## src/rtl/switch_debouncer.sv

```systemverilog
// Switch debouncer: 2-FF synchronizer feeding a 4-state debounce FSM.
// d_out follows the raw switch only after the synchronized level has held
// for STABLE_CYCLES+1 consecutive edges; rise/fall pulse on the same edge.
module switch_debouncer #(
    parameter int unsigned STABLE_CYCLES = 8,
    parameter int unsigned CNT_W         = 4
) (
    input  logic clk,
    input  logic rst,
    input  logic sw_in,
    output logic d_out,
    output logic rise,
    output logic fall,
    output logic busy
);

    localparam logic [CNT_W-1:0] CNT_LAST = CNT_W'(STABLE_CYCLES - 1);

    typedef enum logic [1:0] {
        IDLE_LOW  = 2'd0,
        WAIT_HIGH = 2'd1,
        IDLE_HIGH = 2'd2,
        WAIT_LOW  = 2'd3
    } state_t;

    state_t           state;
    logic [CNT_W-1:0] cnt;
    logic             sync1;
    logic             sync2;

    // Two-stage synchronizer for the asynchronous switch input
    always_ff @(posedge clk or posedge rst) begin
        if (rst) begin
            sync1 <= 1'b0;
            sync2 <= 1'b0;
        end else begin
            sync1 <= sw_in;
            sync2 <= sync1;
        end
    end

    // Debounce FSM: any opposite sample in a WAIT state falls back to IDLE
    always_ff @(posedge clk or posedge rst) begin
        if (rst) begin
            state <= IDLE_LOW;
            cnt   <= '0;
            d_out <= 1'b0;
            rise  <= 1'b0;
            fall  <= 1'b0;
        end else begin
            rise <= 1'b0;
            fall <= 1'b0;
            case (state)
                IDLE_LOW: begin
                    cnt <= '0;
                    if (sync2) begin
                        state <= WAIT_HIGH;
                    end
                end
                WAIT_HIGH: begin
                    if (!sync2) begin
                        state <= IDLE_LOW;
                        cnt   <= '0;
                    end else if (cnt == CNT_LAST) begin
                        state <= IDLE_HIGH;
                        cnt   <= '0;
                        d_out <= 1'b1;
                        rise  <= 1'b1;
                    end else begin
                        cnt <= cnt + CNT_W'(1);
                    end
                end
                IDLE_HIGH: begin
                    cnt <= '0;
                    if (!sync2) begin
                        state <= WAIT_LOW;
                    end
                end
                WAIT_LOW: begin
                    if (sync2) begin
                        state <= IDLE_HIGH;
                        cnt   <= '0;
                    end else if (cnt == CNT_LAST) begin
                        state <= IDLE_LOW;
                        cnt   <= '0;
                        d_out <= 1'b0;
                        fall  <= 1'b1;
                    end else begin
                        cnt <= cnt + CNT_W'(1);
                    end
                end
                default: begin
                    state <= IDLE_LOW;
                    cnt   <= '0;
                end
            endcase
        end
    end

    // Busy is a direct decode of the WAIT states
    assign busy = (state == WAIT_HIGH) || (state == WAIT_LOW);

endmodule
```

## config.mk

```make
export PLATFORM = sky130hd
export DESIGN_NAME = switch_debouncer
export DESIGN_NICKNAME = d
export VERILOG_FILES = /design/src/rtl/switch_debouncer.sv
export SDC_FILE = /design/constraint.sdc
export NUM_CORES = 1
export LEC_CHECK = 0
export ABC_AREA = 1
export CAP_MARGIN = 20
export CELL_PAD_IN_SITES_DETAIL_PLACEMENT = 0
export CELL_PAD_IN_SITES_GLOBAL_PLACEMENT = 2
export CORE_MARGIN = 2
export CORE_UTILIZATION = 27
export DETAILED_ROUTE_END_ITERATION = 6
export PLACE_DENSITY_LB_ADDON = 0.1
export SLEW_MARGIN = 20
export SYNTH_ARGS = -nofsm -noshare
export SYNTH_HDL_FRONTEND = slang
export SYNTH_SLANG_ARGS = --single-unit
```

## constraint.sdc

```tcl
create_clock -name clk -period 1.1 [get_ports clk]
set_input_delay 0.22 -clock clk [delete_from_list [all_inputs] [get_ports clk]]
set_output_delay 0.22 -clock clk [all_outputs]
set_load 0.01 [all_outputs]
```

; ---- Word level (Yosys, flattened, before mapping)
; Cells that the tools add are included.
; W data, S select, Z words.
[word_totals]
register_bits = 11
inputBits = 3
out_inout_bits = 4
[classes]
addsub = 1
n_eq_ne = 12
n_mux = 21
n_reduce_logical = 6
[ops]
columns = cell, count
row1 = $mux W2, 6
row2 = $mux W4, 3
row3 = $ne A2 B2 Y1 const B, 6
row4 = $pmux W4 S3, 1
row5 = $mux W1, 9
row6 = $pmux W2 S4, 1
row7 = $ne A3 B3 Y1 const B, 2
row8 = $reduce_and A5 Y1, 1
row9 = $add A4 B1 Y4 const B, 1
row10 = $eq A2 B2 Y1 const B, 2
row11 = $eq A4 B3 Y1 const B, 1
row12 = $reduce_and A4 Y1, 1
row13 = $eq A2 B1 Y1 const B, 1
row14 = $logic_not A2 Y1, 1
row15 = $pmux W1 S2, 1
row16 = $reduce_bool A2 Y1, 1
row17 = $reduce_or A2 Y1, 1
row18 = $logic_or A1 B1 Y1, 1

; ---- Logic depth before layout (Yosys ltp)
; Gate-level depths: netlist of the first run.
[logic_depth]
ltp_word = 4
mapped_depth = 6
mapped_depth_nobuf = 6

; ---- Least setup slack after synthesis of the first run
; Ideal clock, no wire load.
[synth_path]
path_type = reg2reg
start = reg cnt[0]
end = reg cnt[0]
setup_ns = 0.072
arrival_ns = 0.976
setup_slack_ns = 0.052
stages_incl_launch_ff = 6
path_buffers = 0
path_cell_list = dfrtp_1 > ha_1 > nand2_2 > nor2_4 > nand3b_1 > nor2_1
[synth_between]
elab_chain_cells = 4
elab_cells_between_ends = 6
classes_between = 1 x add/sub / 1 x eq/ne / 4 x mux
[synth_lines]
columns = element, line_no
row1 = start: declaration, 27  ; logic [CNT_W-1:0] cnt;
row2 = start signal: assignment, 70  ; cnt <= cnt + CNT_W'(1);
row3 = start signal: assignment, 89  ; cnt <= cnt + CNT_W'(1);
row4 = $add A4 B1 Y4 or $eq A4 B3 Y1 (tied branches), --
row5 = $mux W4 *, "64, 83"
row6 = "$mux W4, on equally long branches", "80, 61"
row7 = $pmux W4 S3 *, 53  ; case (state)
; Every way passes the cells marked *; elsewhere a longest branch is shown, timed or not.
; A chain may end at the register's enable or synchronous reset.

; ---- Worst setup path after layout of the first run
; Ends and elaborated chain as after synthesis.

==> flow_summary.html, run 1 <==
<table>
<tr><th>Metric</th><th>Value</th></tr>
<tr><th colspan="2">Clocking</th></tr>
<tr><td>Clock network latency to the later pin of the worst-skew pair</td><td>0.26 ns</td></tr>
<tr><td>Htree depth</td><td>1</td></tr>
<tr><td>TritonCTS Buffers</td><td>3</td></tr>
<tr><td>Clock-pin slew on the worst setup and hold paths</td><td>0.07 ns</td></tr>
<tr><td>Post-CTS Hold Fix Bufs</td><td>0</td></tr>
<tr><td>CTS tree</td><td>yes</td></tr>
<tr><td>Number of clock sinks</td><td>11</td></tr>
<tr><td>Cell at the root of the clock tree</td><td>sky130_fd_sc_hd__clkbuf_4</td></tr>
<tr><td>Maximum clock path buffer count</td><td>2</td></tr>
<tr><th colspan="2">Placed design</th></tr>
<tr><td>Sum of net half-perimeters after detailed placement</td><td>541.8 um</td></tr>
<tr><td>Instance count after placement with tap cells included</td><td>70</td></tr>
<tr><td>Buffers added on ports</td><td>6</td></tr>
<tr><td>Instance area after placement</td><td>546.8 um^2</td></tr>
<tr><td>Placer Congestion</td><td>0.6709</td></tr>
<tr><td>Placement Setup Slack</td><td>0.01039 ns</td></tr>
<tr><th colspan="2">STA</th></tr>
<tr><td>Worst setup margin</td><td>0.02814 ns</td></tr>
<tr><td>Worst max-slew margin expressed relative to the limit</td><td>71.97%</td></tr>
<tr><td>Final sum of negative setup slack</td><td>0 ns</td></tr>
<tr><td>Slew Viols, Final</td><td>0</td></tr>
<tr><td>RSZ-0062 raised after global routing</td><td>yes</td></tr>
<tr><td>Worst-Margin Slew</td><td>0.4199 ns</td></tr>
<tr><td>Setup violations, final</td><td>0</td></tr>
<tr><td>Final-layout worst hold slack</td><td>0.2421 ns</td></tr>
<tr><td>Max Clk Rate</td><td>933.0 MHz</td></tr>
<tr><td>Post-layout min period</td><td>1.072 ns</td></tr>
<tr><td>Final count of hold timing violations</td><td>0</td></tr>
<tr><td>Tcrit/Tclk final</td><td>97.44%</td></tr>
<tr><td>Clock tree skew after final layout</td><td>0.001139 ns</td></tr>
<tr><th colspan="2">Routing</th></tr>
<tr><td>Detail-routed net length per standard cell</td><td>9.893 um</td></tr>
<tr><td>Antenna-violating nets left</td><td>0</td></tr>
<tr><td>Final routed wirelength across all metal layers</td><td>742 um</td></tr>
<tr><td>Drt initial violations</td><td>8</td></tr>
<tr><td>Mean number of vias per cell</td><td>4.387</td></tr>
<tr><td>Number of iterations in the first detailed-routing pass</td><td>3</td></tr>
<tr><td>Via Count</td><td>329</td></tr>
<tr><td>DRC violations left</td><td>0</td></tr>
<tr><th colspan="2">Worst setup path</th></tr>
<tr><td>Biggest cell delay along the critical path</td><td>0.38 ns</td></tr>
<tr><td>Length in cells of the worst reg-to-reg path</td><td>5</td></tr>
<tr><td>Worst path cell trace</td><td>ha_2 -&gt; nand2_2 -&gt; nor2_4 -&gt; nand3b_1 -&gt; nor2_1</td></tr>
<tr><td>Highest-delay cell along the critical path</td><td>sky130_fd_sc_hd__dfrtp_1</td></tr>
<tr><td>Critical Path AT</td><td>1.27 ns</td></tr>
<tr><td>Top fanout value on the critical path</td><td>4</td></tr>
<tr><td>Critical Path Sink Type</td><td>register</td></tr>
<tr><td>Crit Reg-Reg Startpoint</td><td>cnt[0]</td></tr>
<tr><td>Required time of the worst setup path</td><td>1.29 ns</td></tr>
<tr><td>CP Launch Point</td><td>cnt[0]</td></tr>
<tr><td>Nature of the critical path startpoint</td><td>register</td></tr>
<tr><td>Worst setup path class</td><td>register to register</td></tr>
<tr><th colspan="2">Final layout</th></tr>
<tr><td>Util after Layout</td><td>36.95%</td></tr>
<tr><td>Fillers</td><td>156</td></tr>
<tr><td>Share of cells above drive strength 1</td><td>28.81%</td></tr>
<tr><td>Post-layout nets</td><td>64</td></tr>
<tr><td>Layout-stage area growth over the synthesis result</td><td>25.70%</td></tr>
<tr><td>Final instance area</td><td>563.0 um^2</td></tr>
<tr><td>Filler-free cell count of the finished design</td><td>75</td></tr>
<tr><td>Antenna cells</td><td>0</td></tr>
<tr><th colspan="2">Global route</th></tr>
<tr><td>Global routing usage summed across all routing layers</td><td>9.604%</td></tr>
<tr><td>Wire length of the first global-routing pass</td><td>1.283 mm</td></tr>
<tr><td>Pin count of the biggest net entering global routing</td><td>12</td></tr>
<tr><td>Number of antenna violations at the first check in global routing</td><td>0</td></tr>
<tr><td>Vias in the first global route</td><td>315</td></tr>
<tr><td>Final global-route overflow total</td><td>0</td></tr>
<tr><th colspan="2">Status</th></tr>
<tr><td>Run status</td><td>finished clean</td></tr>
<tr><th colspan="2">Power and ir drop</th></tr>
<tr><td>Power density over the cells</td><td>1308 nW/um^2</td></tr>
<tr><td>Switching Fraction</td><td>22.04%</td></tr>
<tr><td>Share of power burned in combinational logic</td><td>6.2%</td></tr>
<tr><td>Worst voltage drop across the vdd grid</td><td>463.1 uV</td></tr>
<tr><td>P_leak</td><td>0.3055 nW</td></tr>
<tr><td>P_int</td><td>0.5743 mW</td></tr>
<tr><td>Proportion of power drawn by the clock network</td><td>37.0%</td></tr>
<tr><td>Net Sw Power</td><td>0.1623 mW</td></tr>
<tr><td>Part of the power in registers</td><td>56.8%</td></tr>
<tr><td>Final Power</td><td>0.7366 mW</td></tr>
<tr><th colspan="2">Synthesis</th></tr>
<tr><td>Cell taking the most area after synthesis</td><td>sky130_fd_sc_hd__dfrtp_1</td></tr>
<tr><td>Seq cells post-synth</td><td>11</td></tr>
<tr><td>Share of async-settable or async-resettable flops after synthesis</td><td>100.0%</td></tr>
<tr><td>Number of enable-type register cells in the synthesized netlist</td><td>0</td></tr>
<tr><td>Primary flip-flop cell chosen by synthesis mapping</td><td>sky130_fd_sc_hd__dfrtp_1</td></tr>
<tr><td>Average footprint of a synthesized cell</td><td>9.738 um^2</td></tr>
<tr><td>Most area-consuming cells after synthesis</td><td>sky130_fd_sc_hd__dfrtp_1, sky130_fd_sc_hd__nand2_1, sky130_fd_sc_hd__inv_1</td></tr>
<tr><td>Fraction of the yosys area taken by sequential cells</td><td>61.45%</td></tr>
<tr><td>Synth top cells by count</td><td>sky130_fd_sc_hd__dfrtp_1, sky130_fd_sc_hd__nand2_1, sky130_fd_sc_hd__inv_1</td></tr>
<tr><td>Post-Syn Instances</td><td>46</td></tr>
<tr><td>Yosys warning total</td><td>0</td></tr>
<tr><td>Area of the mapped netlist</td><td>447.9 um^2</td></tr>
<tr><td>Top cell type's share of synthesized area</td><td>61.45%</td></tr>
<tr><td>Total nets after synthesis</td><td>50</td></tr>
<tr><td>Library cell with the highest instance count after synthesis</td><td>sky130_fd_sc_hd__dfrtp_1</td></tr>
<tr><td>Number of distinct library cells after synthesis</td><td>13</td></tr>
<tr><th colspan="2">Floorplan</th></tr>
<tr><td>I/O pin count</td><td>7</td></tr>
<tr><td>Die width</td><td>44.73 um</td></tr>
<tr><td>Initial cell density of the core</td><td>29.39%</td></tr>
<tr><td>Std-Cell Rows</td><td>14</td></tr>
<tr><td>Die area</td><td>2001 um^2</td></tr>
<tr><td>Chip Height</td><td>44.73 um</td></tr>
<tr><td>Core area</td><td>1524 um^2</td></tr>
<tr><th colspan="2">Worst hold path</th></tr>
<tr><td>Class of the worst hold path</td><td>primary input to async pin</td></tr>
<tr><th colspan="2">Flow run</th></tr>
<tr><td>Number of violations of the max-capacitance limit</td><td>0</td></tr>
</table>
## cells by family (layout without fill, tap and decap cells)
family | Yosys count | in the layout | share of synthesized area, %
buffers and inverters | 9 | 22 | 7.541
adders and majority gates | 1 | 1 | 2.793
AOI/OAI and AO/OA | 1 | 1 | 1.956
and+or+nand+nor | 24 | 24 | 26.26
DFF | 11 | 11 | 61.45
## worst max-delay path, delay by kind of cell, from the launching register on
| kind | cells | cell delay, ns |
|---|---|---|
| adder cells (fa/ha/maj) | 1 | 0.19 |
| flip-flops | 1 | 0.38 |
| AND/OR/NAND/NOR | 4 | 0.44 |
## cell type report
type	count	area (um^2)	area share (%)
Sequential cell	11	275.3	48.89
Multi-Input combinational cell	26	141.4	25.11
Timing Repair Buffer	10	70.07	12.44
Inverter	8	30.03	5.333
Clock buffer	4	26.28	4.667
Tap cell	16	20.02	3.556
## placed cells by master, fill, tap and decap left out
cell type,instances
sky130_fd_sc_hd__buf_2,2
sky130_fd_sc_hd__buf_4,4
sky130_fd_sc_hd__clkbuf_1,1
sky130_fd_sc_hd__clkbuf_2,2
sky130_fd_sc_hd__clkbuf_4,3
sky130_fd_sc_hd__clkdlybuf4s50_1,2
sky130_fd_sc_hd__dfrtp_1,11
sky130_fd_sc_hd__ha_2,1
sky130_fd_sc_hd__inv_1,8
sky130_fd_sc_hd__nand2_1,9
sky130_fd_sc_hd__nand2_2,3
sky130_fd_sc_hd__nand3_1,2
sky130_fd_sc_hd__nand3b_1,1
sky130_fd_sc_hd__nand4_1,2
sky130_fd_sc_hd__nor2_1,5
sky130_fd_sc_hd__nor2_4,1
sky130_fd_sc_hd__nor3_1,1
sky130_fd_sc_hd__o21ai_2,1
## worst paths after layout
kind	slack, ns	endpoint
min in group clk	0.36	sync2
min reg2reg	0.36	sync2
max	0.03	cnt[0]
max reg2reg	0.03	cnt[0]
min	0.24	fall
max in group asynchronous	0.57	cnt[3]
## routing by layer
metal  vias to the layer above  GRT usage, %  part of all wire (%)
met2                         5         14.20                    50
li1                        166             -                     -
met1                       158         11.22                    45
met3                         0         2.400                   5.0
met4                         0         9.091                     0
met5                         -             0                     0
## power groups by stage
stage	Sequential, mW	Combinational [mW]	Clock, mW
after floorplan	0.428	0.0214	0
after global placement	0.426	0.0462	0
after detailed placement	0.426	0.0466	0
after CTS	0.418	0.0457	0.292
after global routing	0.420	0.0528	0.311
final	0.418	0.0459	0.273
## registers in the layout (all words and copies together) (netlist names), named ones only
name,flops
cnt,4
d_out,1
fall,1
rise,1
state,1
sync1,1
sync2,1
## timing repair
item,4_1_cts,5_1_grt
pin swaps,1,2
setup endpoints to repair,5,8
setup buffers,0,1
gates resized for setup,13,2
No activity file was read; power rests on OpenSTA's default activity.
==> inputs of run 2 (changes only) <==
--- a/config.mk
+++ b/config.mk
@@ -10,7 +10,8 @@
 export CELL_PAD_IN_SITES_DETAIL_PLACEMENT = 0
 export CELL_PAD_IN_SITES_GLOBAL_PLACEMENT = 2
 export CORE_MARGIN = 2
-export CORE_UTILIZATION = 27
+export CORE_UTILIZATION = 29
+export CTS_BUF_LIST = sky130_fd_sc_hd__clkbuf_4
 export DETAILED_ROUTE_END_ITERATION = 6
 export PLACE_DENSITY_LB_ADDON = 0.1
 export SLEW_MARGIN = 20
==> flow_summary.html, run 2 (synthesized netlist as in run 1, its figures left out) <==
<table>
<tr><th>Metric</th><th>Value</th></tr>
<tr><th colspan="2">Routing</th></tr>
<tr><td>Number of iterations in the first detailed-routing pass</td><td>4</td></tr>
<tr><td>Final routed wirelength across all metal layers</td><td>760 um</td></tr>
<tr><td>Highest metal layer with signal wires</td><td>met3</td></tr>
<tr><td>Met3 WL</td><td>23 um</td></tr>
<tr><td>Via Count</td><td>316</td></tr>
<tr><td>Length of routed wiring on met1</td><td>316 um</td></tr>
<tr><td>Detail-routed net length per standard cell</td><td>10.41 um</td></tr>
<tr><td>Drt initial violations</td><td>5</td></tr>
<tr><td>Wire length on met2</td><td>419 um</td></tr>
<tr><td>Mean number of vias per cell</td><td>4.329</td></tr>
<tr><td>DRC violations left</td><td>0</td></tr>
<tr><td>Antenna-violating nets left</td><td>0</td></tr>
<tr><th colspan="2">Worst setup path</th></tr>
<tr><td>Length in cells of the worst reg-to-reg path</td><td>6</td></tr>
<tr><td>Nature of the critical path startpoint</td><td>register</td></tr>
<tr><td>Required time of the worst setup path</td><td>1.26 ns</td></tr>
<tr><td>Critical Path Sink Type</td><td>register</td></tr>
<tr><td>Flop2flop setup slack</td><td>0.02 ns</td></tr>
<tr><td>Top fanout value on the critical path</td><td>4</td></tr>
<tr><td>Worst setup path class</td><td>register to register</td></tr>
<tr><td>Crit Reg-Reg Startpoint</td><td>cnt[1]</td></tr>
<tr><td>CP Launch Point</td><td>cnt[1]</td></tr>
<tr><td>Critical Path AT</td><td>1.24 ns</td></tr>
<tr><th colspan="2">Floorplan</th></tr>
<tr><td>Std-Cell Rows</td><td>14</td></tr>
<tr><td>Die width</td><td>43.30 um</td></tr>
<tr><td>Chip Height</td><td>43.30 um</td></tr>
<tr><td>Core area</td><td>1471 um^2</td></tr>
<tr><td>I/O pin count</td><td>7</td></tr>
<tr><td>Initial cell density of the core</td><td>30.44%</td></tr>
<tr><td>Die area</td><td>1875 um^2</td></tr>
<tr><th colspan="2">Power and ir drop</th></tr>
<tr><td>P_leak</td><td>0.2973 nW</td></tr>
<tr><td>Worst voltage drop across the vdd grid</td><td>676.0 uV</td></tr>
<tr><td>Power density over the cells</td><td>1349 nW/um^2</td></tr>
<tr><td>Final Power</td><td>0.7579 mW</td></tr>
<tr><th colspan="2">STA</th></tr>
<tr><td>RSZ-0062 raised after global routing</td><td>yes</td></tr>
<tr><td>Final count of hold timing violations</td><td>0</td></tr>
<tr><td>Post-layout min period</td><td>1.084 ns</td></tr>
<tr><td>Setup violations, final</td><td>0</td></tr>
<tr><td>Tcrit/Tclk final</td><td>98.56%</td></tr>
<tr><td>Worst max-slew margin expressed relative to the limit</td><td>71.63%</td></tr>
<tr><td>Worst setup margin</td><td>0.01587 ns</td></tr>
<tr><td>Max Clk Rate</td><td>922.4 MHz</td></tr>
<tr><td>Worst-Margin Slew</td><td>0.4251 ns</td></tr>
<tr><td>Slew Viols, Final</td><td>0</td></tr>
<tr><td>Final-layout worst hold slack</td><td>0.2512 ns</td></tr>
<tr><td>Clock tree skew after final layout</td><td>0.002896 ns</td></tr>
<tr><th colspan="2">Global route</th></tr>
<tr><td>Number of antenna violations at the first check in global routing</td><td>0</td></tr>
<tr><td>Pin count of the biggest net entering global routing</td><td>12</td></tr>
<tr><td>Wire length of the first global-routing pass</td><td>1.255 mm</td></tr>
<tr><td>Vias in the first global route</td><td>321</td></tr>
<tr><td>Final global-route overflow total</td><td>0</td></tr>
<tr><td>Global routing usage summed across all routing layers</td><td>9.274%</td></tr>
<tr><th colspan="2">Clocking</th></tr>
<tr><td>Clock network latency to the later pin of the worst-skew pair</td><td>0.26 ns</td></tr>
<tr><td>Post-CTS Hold Fix Bufs</td><td>0</td></tr>
<tr><td>Post-CTS setup buffer count</td><td>0</td></tr>
<tr><td>Cell at the root of the clock tree</td><td>sky130_fd_sc_hd__clkbuf_4</td></tr>
<tr><td>TritonCTS Buffers</td><td>3</td></tr>
<tr><td>Htree depth</td><td>1</td></tr>
<tr><td>Number of clock sinks</td><td>11</td></tr>
<tr><td>CTS tree</td><td>yes</td></tr>
<tr><td>Clock-pin slew on the worst setup and hold paths</td><td>0.07 ns</td></tr>
<tr><td>Maximum clock path buffer count</td><td>2</td></tr>
<tr><th colspan="2">Placed design</th></tr>
<tr><td>Placer Congestion</td><td>0.6336</td></tr>
<tr><td>Instance count after placement with tap cells included</td><td>69</td></tr>
<tr><td>Sum of net half-perimeters after detailed placement</td><td>593.2 um</td></tr>
<tr><td>Buffers added on ports</td><td>6</td></tr>
<tr><td>Placement Setup Slack</td><td>-0.01395 ns</td></tr>
<tr><th colspan="2">Flow run</th></tr>
<tr><td>Number of violations of the max-capacitance limit</td><td>0</td></tr>
<tr><th colspan="2">Final layout</th></tr>
<tr><td>Leading cell types in the layout, fill and taps excluded</td><td>sky130_fd_sc_hd__dfrtp_1, sky130_fd_sc_hd__nand2_1, sky130_fd_sc_hd__inv_1, sky130_fd_sc_hd__nor2_1, sky130_fd_sc_hd__clkbuf_4</td></tr>
<tr><td>Post-layout nets</td><td>62</td></tr>
<tr><td>Most frequent standard cell in the layout excluding fill and tap cells</td><td>sky130_fd_sc_hd__dfrtp_1</td></tr>
<tr><td>Register name with the most flops</td><td>cnt</td></tr>
<tr><td>Fillers</td><td>161</td></tr>
<tr><td>Flip-flop count of the largest register, all copies and words added</td><td>4</td></tr>
<tr><td>Util after Layout</td><td>38.18%</td></tr>
<tr><td>Share of cells above drive strength 1</td><td>28.07%</td></tr>
<tr><td>Antenna cells</td><td>0</td></tr>
<tr><td>Layout-stage area growth over the synthesis result</td><td>25.42%</td></tr>
<tr><td>Filler-free cell count of the finished design</td><td>73</td></tr>
<tr><th colspan="2">Worst hold path</th></tr>
<tr><td>Class of the worst hold path</td><td>primary input to async pin</td></tr>
<tr><th colspan="2">Status</th></tr>
<tr><td>Run status</td><td>finished clean</td></tr>
</table>
-- run 2: cell count changes in the layout (fill, tap and decap cells not counted), sizes merged --
cell           previous run  this run
clkdlybuf4s15             0         1
buf                       6         3
-- run 2: cell type report --
class / count / area (um^2) / area share (%)
repair buffers: 8 / 60.06 / 10.69
well taps: 16 / 20.02 / 3.563
clock buffers: 4 / 30.03 / 5.345
flip-flops and latches: 11 / 275.3 / 49.00
inverters: 8 / 30.03 / 5.345
multi-input cells: 26 / 146.4 / 26.06
-- run 2: worst min-delay path by stage --
stage,start,endpoint,slack (ns),cells past startpoint
after detailed placement,sync1,sync2,0.35,0
after global placement,sync1,sync2,0.34,0
after global routing,rst,cnt[0],0.28,2
after CTS,rst,cnt[2],0.26,2
after floorplan,rst,async pin,0.07,1
final,rst,cnt[2],0.25,2
-- run 2: where the power goes --
group | leakage [nW] | total, mW | internal, mW | switching (mW)
Clock | 0.0184 | 0.296 | 0.165 | 0.131
Combinational | 0.133 | 0.0431 | 0.0182 | 0.0249
Sequential | 0.146 | 0.419 | 0.413 | 0.00545
Total | 0.297 | 0.758 | 0.596 | 0.162
-- run 2: stage by stage --
stage | TNS (ns) | cell area [um^2]
global route | -0.3699 | 561.8
floorplan | 0 | 447.9
detailed placement | -0.02059 | 539.3
global placement | 0 | 539.3
CTS | 0 | 573.1
finish | 0 | 561.8
-- run 2: worst max-delay path, cell delays in order, from the launching register on --
cell and delay, ns:
sky130_fd_sc_hd__dfrtp_1 0.38, sky130_fd_sc_hd__ha_2 0.20, sky130_fd_sc_hd__nand2_2 0.08, sky130_fd_sc_hd__nor2_4 0.12, sky130_fd_sc_hd__nand2_2 0.09, sky130_fd_sc_hd__nand2_1 0.08, sky130_fd_sc_hd__o21ai_2 0.05
-- run 2: what timing repair did --
item,4_1_cts,5_1_grt
setup endpoints to repair,6,10
gates cloned,0,0
resized for setup,10,4
-- run 2: routing by layer --
layer / global-route usage (%) / vias up
li1: - / 161
met1: 9.651 / 149
met2: 16.42 / 6
met3: 3.830 / 0
met4: 3.636 / 0
met5: 0 / -
